[config.mk]
export PLATFORM = sky130hd
export DESIGN_NAME = sp1_fifo
export DESIGN_NICKNAME = d
export VERILOG_FILES = /design/src/rtl/sp1_fifo.sv
export SDC_FILE = /design/constraint.sdc
export NUM_CORES = 1
export LEC_CHECK = 0
export ABC_CLOCK_PERIOD_IN_PS = 3000
export CORE_AREA = 2 2 107 109
export CTS_CLUSTER_DIAMETER = 150
export CTS_CLUSTER_SIZE = 25
export DETAILED_ROUTE_END_ITERATION = 10
export DIE_AREA = 0 0 109 111
export PLACE_DENSITY = 0.73
export SLEW_MARGIN = 40
export SYNTH_ARGS = -nofsm -noshare
export SYNTH_HDL_FRONTEND = slang
export SYNTH_SLANG_ARGS = --single-unit
[constraint.sdc]
create_clock -name clk -period 3 [get_ports clk]
set_input_delay 0.6 -clock clk [delete_from_list [all_inputs] [get_ports clk]]
set_output_delay 0.6 -clock clk [all_outputs]
set_load 0.02 [all_outputs]
[src/rtl/sp1_fifo.sv]
// Single-clock first-word-fall-through FIFO with sticky overflow/underflow flags.
// Dropped requests leave storage, pointers and count untouched.
module sp1_fifo #(
  parameter int DW    = 32,
  parameter int DEPTH = 4,
  parameter int AW    = 2
) (
  input  logic          clk,
  input  logic          rst,
  input  logic          wr_en,
  input  logic [DW-1:0] wr_d,
  input  logic          rd_en,
  output logic [DW-1:0] rd_q,
  output logic          full,
  output logic          empty,
  output logic [AW:0]   count,
  output logic          ovf,
  output logic          udf
);

  localparam int CW = AW + 1;

  logic [DW-1:0] mem_q [DEPTH];
  logic [DW-1:0] mem_d [DEPTH];
  logic [AW-1:0] wptr_q, wptr_d;
  logic [AW-1:0] rptr_q, rptr_d;
  logic [CW-1:0] count_q, count_d;
  logic          full_q, full_d;
  logic          empty_q, empty_d;
  logic          ovf_q, ovf_d;
  logic          udf_q, udf_d;
  logic          push_s;
  logic          pop_s;

  // Next-state: accept a request only when the FIFO can honour it.
  always_comb begin
    push_s  = wr_en & ~full_q;
    pop_s   = rd_en & ~empty_q;
    mem_d   = mem_q;
    wptr_d  = wptr_q;
    rptr_d  = rptr_q;
    count_d = count_q;
    ovf_d   = ovf_q | (wr_en & full_q);
    udf_d   = udf_q | (rd_en & empty_q);

    if (push_s) begin
      mem_d[wptr_q] = wr_d;
      wptr_d        = wptr_q + AW'(1);
    end else begin
      wptr_d = wptr_q;
    end

    if (pop_s) begin
      rptr_d = rptr_q + AW'(1);
    end else begin
      rptr_d = rptr_q;
    end

    case ({push_s, pop_s})
      2'b10:   count_d = count_q + CW'(1);
      2'b01:   count_d = count_q - CW'(1);
      default: count_d = count_q;
    endcase

    // Flags are registered so they never depend combinationally on wr_en/rd_en.
    full_d  = (count_d == CW'(DEPTH));
    empty_d = (count_d == CW'(0));
  end

  // Control state with synchronous active-low reset.
  always_ff @(posedge clk) begin
    if (!rst) begin
      wptr_q  <= '0;
      rptr_q  <= '0;
      count_q <= '0;
      full_q  <= 1'b0;
      empty_q <= 1'b1;
      ovf_q   <= 1'b0;
      udf_q   <= 1'b0;
    end else begin
      wptr_q  <= wptr_d;
      rptr_q  <= rptr_d;
      count_q <= count_d;
      full_q  <= full_d;
      empty_q <= empty_d;
      ovf_q   <= ovf_d;
      udf_q   <= udf_d;
    end
  end

  // Storage is not reset; stale words are hidden while empty.
  always_ff @(posedge clk) begin
    if (rst) begin
      mem_q <= mem_d;
    end else begin
      mem_q <= mem_q;
    end
  end

  // Head-of-queue output, forced to zero while empty.
  always_comb begin
    if (empty_q) begin
      rd_q = '0;
    end else begin
      rd_q = mem_q[rptr_q];
    end
  end

  assign full  = full_q;
  assign empty = empty_q;
  assign count = count_q;
  assign ovf   = ovf_q;
  assign udf   = udf_q;

endmodule

==> results of run 1 <==
[flip-flops by register name, indices dropped and copies added (netlist names)]
register	flops
count	3
wptr_q	2
rptr_q	2
empty	1
mem_q	128
ovf	1
full	1
udf	1
[synth_stat cells]
cell	instances
nor3b_1	1
fa_1	1
buf_6	4
inv_1	6
and3_1	4
nor2_1	1
nor3_1	1
nand2_1	1
o21a_1	2
o221a_2	1
nor2b_1	37
buf_2	3
nand3b_1	1
a21oi_1	2
edfxtp_1	128
ha_1	5
dfxtp_1	11
and2_1	5
xor2_1	2
o31ai_1	1
clkbuf_1	6
mux4_2	32
and3b_1	1
xnor2_1	3
o21ai_0	1
mux2i_1	1
[worst max-delay path by stage]
| stage | start | endpoint | cells after the start |
|---|---|---|---|
| after floorplan | wr_en | full | 9 |
| after global placement | rd_en | full | 8 |
| after detailed placement | rd_en | full | 8 |
| after CTS | rptr_q[0] | rd_q[19] | 4 |
| after global routing | rptr_q[0] | rd_q[19] | 4 |
| final | rptr_q[0] | rd_q[19] | 4 |
[stage by stage]
stage | total power [mW] | area (sq um) | setup WS (ps) | std cells
floorplan | 2.928 | 5399 | 718.8 | 261
global placement | 3.380 | 6425 | 301.4 | 479
detailed placement | 3.396 | 6425 | 219.9 | 479
CTS | 5.393 | 7003 | 73.46 | 511
global route | 5.545 | 7003 | 24.92 | 511
finish | 5.328 | 7003 | 131.9 | 511
[placed cells by master, fill, tap and decap left out, types with 4 or more instances in the layout]
cell type        synthesis  routed
inv_1                    6       6
clkdlybuf4s50_1          0      74
buf_12                   0       6
and2_1                   5       5
dfxtp_1                 11       8
clkinvlp_4               0       4
mux4_2                  32      32
ha_1                     5       5
clkbuf_16                0      17
edfxtp_1               128     128
nor2b_1                 37      37
and3_2                   0       4
buf_4                    0       8
[layer usage]
metal  global-route usage [%]  vias to the layer above  part of all wire, %
met4                    5.128                        0                 0.83
met1                    22.53                     1373                   43
met3                    5.703                        7                  5.6
li1                         -                     1224                    -
met5                        0                        -                    0
met2                    26.71                       85                   50
[logic make-up (layout without fill, tap and decap cells)]
family,Yosys count,in the layout,synth area share [%]
AO/OA/AOI/OAI,7,7,0.9037
XOR/XNOR,5,5,0.8113
adder cells (fa/ha/maj),6,6,1.530
buffers and inverters,19,126,1.946
flip-flops,139,139,75.27
multiplexers,33,33,13.53
AND/OR/NAND/NOR,52,52,6.002
[what timing repair did]
item	CTS	global route
resized for setup	1	0
setup endpoints to repair	1	0
buffers inserted	0	0
[final cells by class]
class	instances	share of cell area (%)
flip-flops and latches	139	58.12
inverters	6	0.3216
repair buffers	88	13.15
clock inverters	15	2.144
clock buffers	17	6.075
well taps	143	2.555
multi-input cells	103	17.63
[tightest hold or removal path, delay by kind of cell, from the launching register on]
kind | cells | cell delay (ps)
flip-flops | 1 | 330
AND/OR/NAND/NOR | 1 | 90
AO/OA/AOI/OAI | 1 | 40
[power by group through the flow]
| stage | combinational, mW | clock [mW] | sequential (mW) |
|---|---|---|---|
| after floorplan | 0.609 | 0 | 2.32 |
| after detailed placement | 1.07 | 0 | 2.33 |
| final | 1.05 | 1.99 | 2.29 |
| after global placement | 1.05 | 0 | 2.33 |
| after CTS | 1.07 | 2.03 | 2.29 |
| after global routing | 1.14 | 2.11 | 2.30 |
==> summary.txt, run 1 <==
Outcome
  • Status: finished clean

Hold path
  • Worst hold stages: 2
  • Min-delay worst type: flop to flop
  • Min-delay src: ovf
  • Hold EP: ovf

Floorplanning
  • Die W: roughly 110 um
  • Core area: 0.01108 sq mm
  • # rows: 39
  • Die height: 111 um
  • Die area: 0.01210 sq mm
  • Initial Utilization: between 40 and 50%
  • Ports: 75

Layout
  • Register Area: approximately 0.0041 sq mm
  • Layout fillers: 794
  • Share of cells above drive strength 1: 22.55%
  • Final Util: 63.22%
  • ANT cells: 0
  • Area growth syn-to-layout: 29.71%
  • Footprint of the multi-input gates: 0.001235 sq mm
  • Layout net count: 397

Global routing
  • Global-route usage over all layers: 16.98%
  • First-pass GRT wire length: between 10000 and 15000 um
  • Initial antenna violation count: 0
  • Number of global-route vias before repair: ~2800
  • Gr ovfl total: 0
  • Largest net degree at the start of global routing: 27

Timing
  • Final setup TNS: 0 ps
  • Final hold slack: between 500 and 600 ps
  • Unrepaired setup endpoints after global routing: no
  • Minimum clock period: 2868 ps
  • # setup viols final: 0
  • Skew final: between 10 and 15 ps
  • Period utilization: 95.60%
  • Slew of the pin with the lowest slew margin: 359.0 ps
  • Fmax: 348.7 MHz
  • Slew Limit Headroom: 76.07%
  • Final hold violations: 0
  • Pins over their slew limit: 0

Power and ir drop
  • Leak: approximately 2.3 nW
  • PD cells: 760.8 mW/mm^2
  • Switching Share: between 20% and 30%
  • Reg power frac: 43.0%
  • Gate power share: 19.7%
  • Clock network power share: 37.3%
  • Sw power: roughly 1.3 mW
  • Int Pwr: 3.991 mW
  • Max rail drop VDD: 0.4237 mV

Setup path
  • Worst path max stage delay: about 560 ps
  • CP Buf/Inv Count: 2
  • Type of origin of the critical path: flop
  • Endpoint of the worst-slack reg-to-reg timing path: full
  • Worst endpoint data arrival time: 2270 ps
  • Worst Setup End Kind: output port
  • R2R Path Start: empty
  • Critical path type: flop to output port
  • Slowest cell on the critical path: clkdlybuf4s50_1
  • Worst-path fanout max: 16
  • Crit-path cells: buf_12 -> mux4_2 -> nor2b_1 -> clkdlybuf4s50_1
  • R2R Setup Slk: 910 ps
  • R2R cell count: 7
  • CP delay by family, top: buffers and inverters
  • Data required, critical path: 2400 ps

Yosys
  • Yosys cell types: 26
  • Synth Instances: about 260
  • Yosys warns: 0
  • Post-synth top area cell: edfxtp_1
  • Syn avg cell area: 20.69 sq um
  • Sequential fraction of the synthesis area: 75.27%
  • Top cells by area, synth: edfxtp_1 71%, mux4_2 13%, nor2b_1 4.3%
  • Post-Syn Nets: 303
  • Flip-flop and latch count after synthesis: ~140
  • Cell area after synthesis: 0.005399 sq mm
  • Area share of the largest cell type after synthesis: 71.19%

Clock tree
  • CTS Hold Buffers Added: 0
  • Cts bufs inserted: 17
  • CTS Buffer Depth: 2
  • CTS sink cnt: between 100 and 150
  • Clock Tree Root: clkbuf_16
  • Worst skew pair latency: 410 ps
  • Clock-pin slew on the worst setup and hold paths: roughly 60 ps
  • Maximum level of the CTS H-tree: 4
  • CTS tree: done

Route
  • Via Count: 2689
  • Drt drc: 0
  • Vias per cell: 5.262
  • Final wirelength: 9406 um
  • Initial DRC count: 95
  • 1st-pass router iterations: 4
  • ANT nets after route: 0
  • Drt wl/cell: 18.41 um

Place
  • GPL Wtd Cong: ~0.68
  • Port buffer count: 74
  • Final HPWL DP: 5917 um

Job
  • Max_cap viols: 0
(Power assumes the default switching activity.)
==> inputs of run 2 (changes only) <==
PLACE_DENSITY = 0.8   (was 0.73)
==> run 2 against run 1 <==
Die area is the same. Total power increased by 5.2%. Global-route usage increased by 0.11 points. Clock-buffer cell count rose by 1. Core utilization up 0.32 points. Clock power increased by 15%. Largest cell class unchanged.
==> summary.txt, run 2 (synthesized netlist as in run 1, its figures left out) <==
Timing
  • Final hold slack: 496.8 ps (-4.045 ps)
  • Unrepaired setup endpoints after global routing: no
  • Skew final: 5.592 ps (-6.015 ps)
  • Period utilization: 94.43% (-1.2 points)
  • Final setup TNS: 0 ps (unchanged)
  • Slew Limit Headroom: 69.58% (-6.5 points)
  • Minimum clock period: 2833 ps (-35.17 ps)
  • # setup viols final: 0 (unchanged)
  • Slew of the pin with the lowest slew margin: 456.2 ps (+97.23 ps)
  • Pins over their slew limit: 0 (unchanged)
  • Final hold violations: 0 (unchanged)
  • Fmax: 353.0 MHz (+1.2%)

Route
  • Via Count: 2678 (-0.41%)
  • Initial DRC count: 160 (+68%)
  • 1st-pass router iterations: 4 (unchanged)
  • Drt wl/cell: 18.63 um (+1.2%)
  • Drt drc: 0 (unchanged)
  • Final wirelength: 9408 um (about the same)
  • Vias per cell: 5.303 (+0.77%)
  • ANT nets after route: 0 (unchanged)

Setup path
  • Type of origin of the critical path: flop
  • Worst-path fanout max: 20 (+4)
  • Worst endpoint data arrival time: 2230 ps (-40 ps)
  • Critical path type: flop to output port
  • Data required, critical path: 2400 ps (about the same)
  • R2R Path Start: empty
  • R2R Setup Slk: 830 ps (-80 ps)
  • R2R cell count: 7 (unchanged)
  • Worst Setup End Kind: output port
  • Endpoint of the worst-slack reg-to-reg timing path: full

Floorplanning
  • Core area: 0.01108 sq mm (unchanged)
  • Die height: 111 um (unchanged)
  • Die W: 109 um (unchanged)
  • Ports: 75 (unchanged)
  • Initial Utilization: 48.74% (unchanged)
  • Die area: 0.01210 sq mm (unchanged)
  • # rows: 39 (unchanged)

Place
  • Final HPWL DP: 5771 um (-2.5%)
  • GPL Wtd Cong: 0.7077 (+3.6%)
  • Port buffer count: 74 (unchanged)

Layout
  • Biggest register: mem_q
  • Commonest non-fill, non-tap cells in the layout: 128 x edfxtp_1, 74 x clkdlybuf4s50_1, 37 x nor2b_1, 32 x mux4_2, 17 x clkbuf_16
  • Share of cells above drive strength 1: 21.55% (-1.0 points)
  • Area growth syn-to-layout: 30.36%
  • ANT cells: 0 (unchanged)
  • Layout net count: 393 (-1.0%)
  • Max reg flops: 128 (unchanged)
  • Commonest non-fill, non-tap cell in the layout: edfxtp_1

Clock tree
  • CTS Buffer Depth: 2 (unchanged)
  • Clock Tree Root: clkbuf_16
  • Worst skew pair latency: 400 ps (about the same)
  • Setup Fix Bufs, Post-CTS: 0 (unchanged)
  • Maximum level of the CTS H-tree: 4 (unchanged)
  • CTS tree: done
  • Clock-pin slew on the worst setup and hold paths: 60 ps (about the same)
  • CTS sink cnt: 139 (unchanged)
  • CTS Hold Buffers Added: 0 (unchanged)
  • Cts bufs inserted: 17 (unchanged)

Power and ir drop
  • PD cells: 796.4 mW/mm^2 (+4.7%)
  • Leak: 2.298 nW (+0.98%)
  • Max rail drop VDD: 0.4423 mV (+4.4%)
  • Pwr Total: 5.605 mW (+5.2%)

Hold path
  • Worst hold stages: 2 (unchanged)
  • Min-delay worst type: flop to flop
  • Hold EP: ovf
  • Min-delay src: ovf

Global routing
  • Largest net degree at the start of global routing: 24 (-11%)
  • Gr ovfl total: 0 (unchanged)
  • Initial antenna violation count: 0 (unchanged)
  • Global-route usage over all layers: 17.09% (+0.11 points)
  • First-pass GRT wire length: 14990 um (+0.79%)
  • Number of global-route vias before repair: 2863 (+1.3%)

Outcome
  • Status: finished clean

Job
  • Max_cap viols: 0 (unchanged)
[run 2: how the worst max path moves through the flow]
stage	cells past startpoint	to	from
global route	4	rd_q[13]	rptr_q[0]
detailed placement	8	full	rd_en
CTS	4	rd_q[14]	rptr_q[0]
floorplan	9	full	wr_en
finish	4	rd_q[31]	rptr_q[0]
global placement	8	full	rd_en
[run 2: cell type report]
| class | instances | area, sq um |
|---|---|---|
| fill | 767 | 4039 |
| multi-input combinational | 103 | 1235 |
| clock inverter | 12 | 222.7 |
| timing repair buffer | 84 | 882.1 |
| clock buffer | 18 | 429.2 |
| sequential | 139 | 4068 |
| tap | 143 | 178.9 |
| inverter | 6 | 22.52 |
[run 2: stage by stage]
stage	instances	utilization (%)	worst slack [ps]	area (sq um)
final	505	63.54	167.0	7038
after global routing	505	63.54	73.50	7038
after CTS	505	63.50	64.57	7034
after detailed placement	475	57.62	208.1	6382
after global placement	475	57.62	294.5	6382
after floorplan	261	-	718.8	5399
[run 2: timing repair]
action / 4_1_cts / 5_1_grt
endpoints found under the hold margin: 0 / 0
setup endpoints to repair: 0 / 4
gates resized for setup: 0 / 1
[run 2: where the power goes]
| part | internal (mW) | switching, mW | total [mW] |
|---|---|---|---|
| combinational | 0.538 | 0.494 | 1.03 |
| clock | 1.55 | 0.733 | 2.28 |
| sequential | 2.22 | 0.0727 | 2.29 |
| total | 4.31 | 1.30 | 5.61 |
[run 2: critical path: stages, from the launching register on]
cell and delay (ps):
dfxtp_2 360, buf_12 210, mux4_2 520, nor2b_1 160
clkdlybuf4s50_1 560
[run 2: routing by layer]
metal	GRT usage (%)	wire, um	up-vias
met3	4.762	477	9
met1	23.08	4074	1381
met4	5.983	71	0
li1	-	-	1213
met5	0	0	-
met2	26.75	4785	75
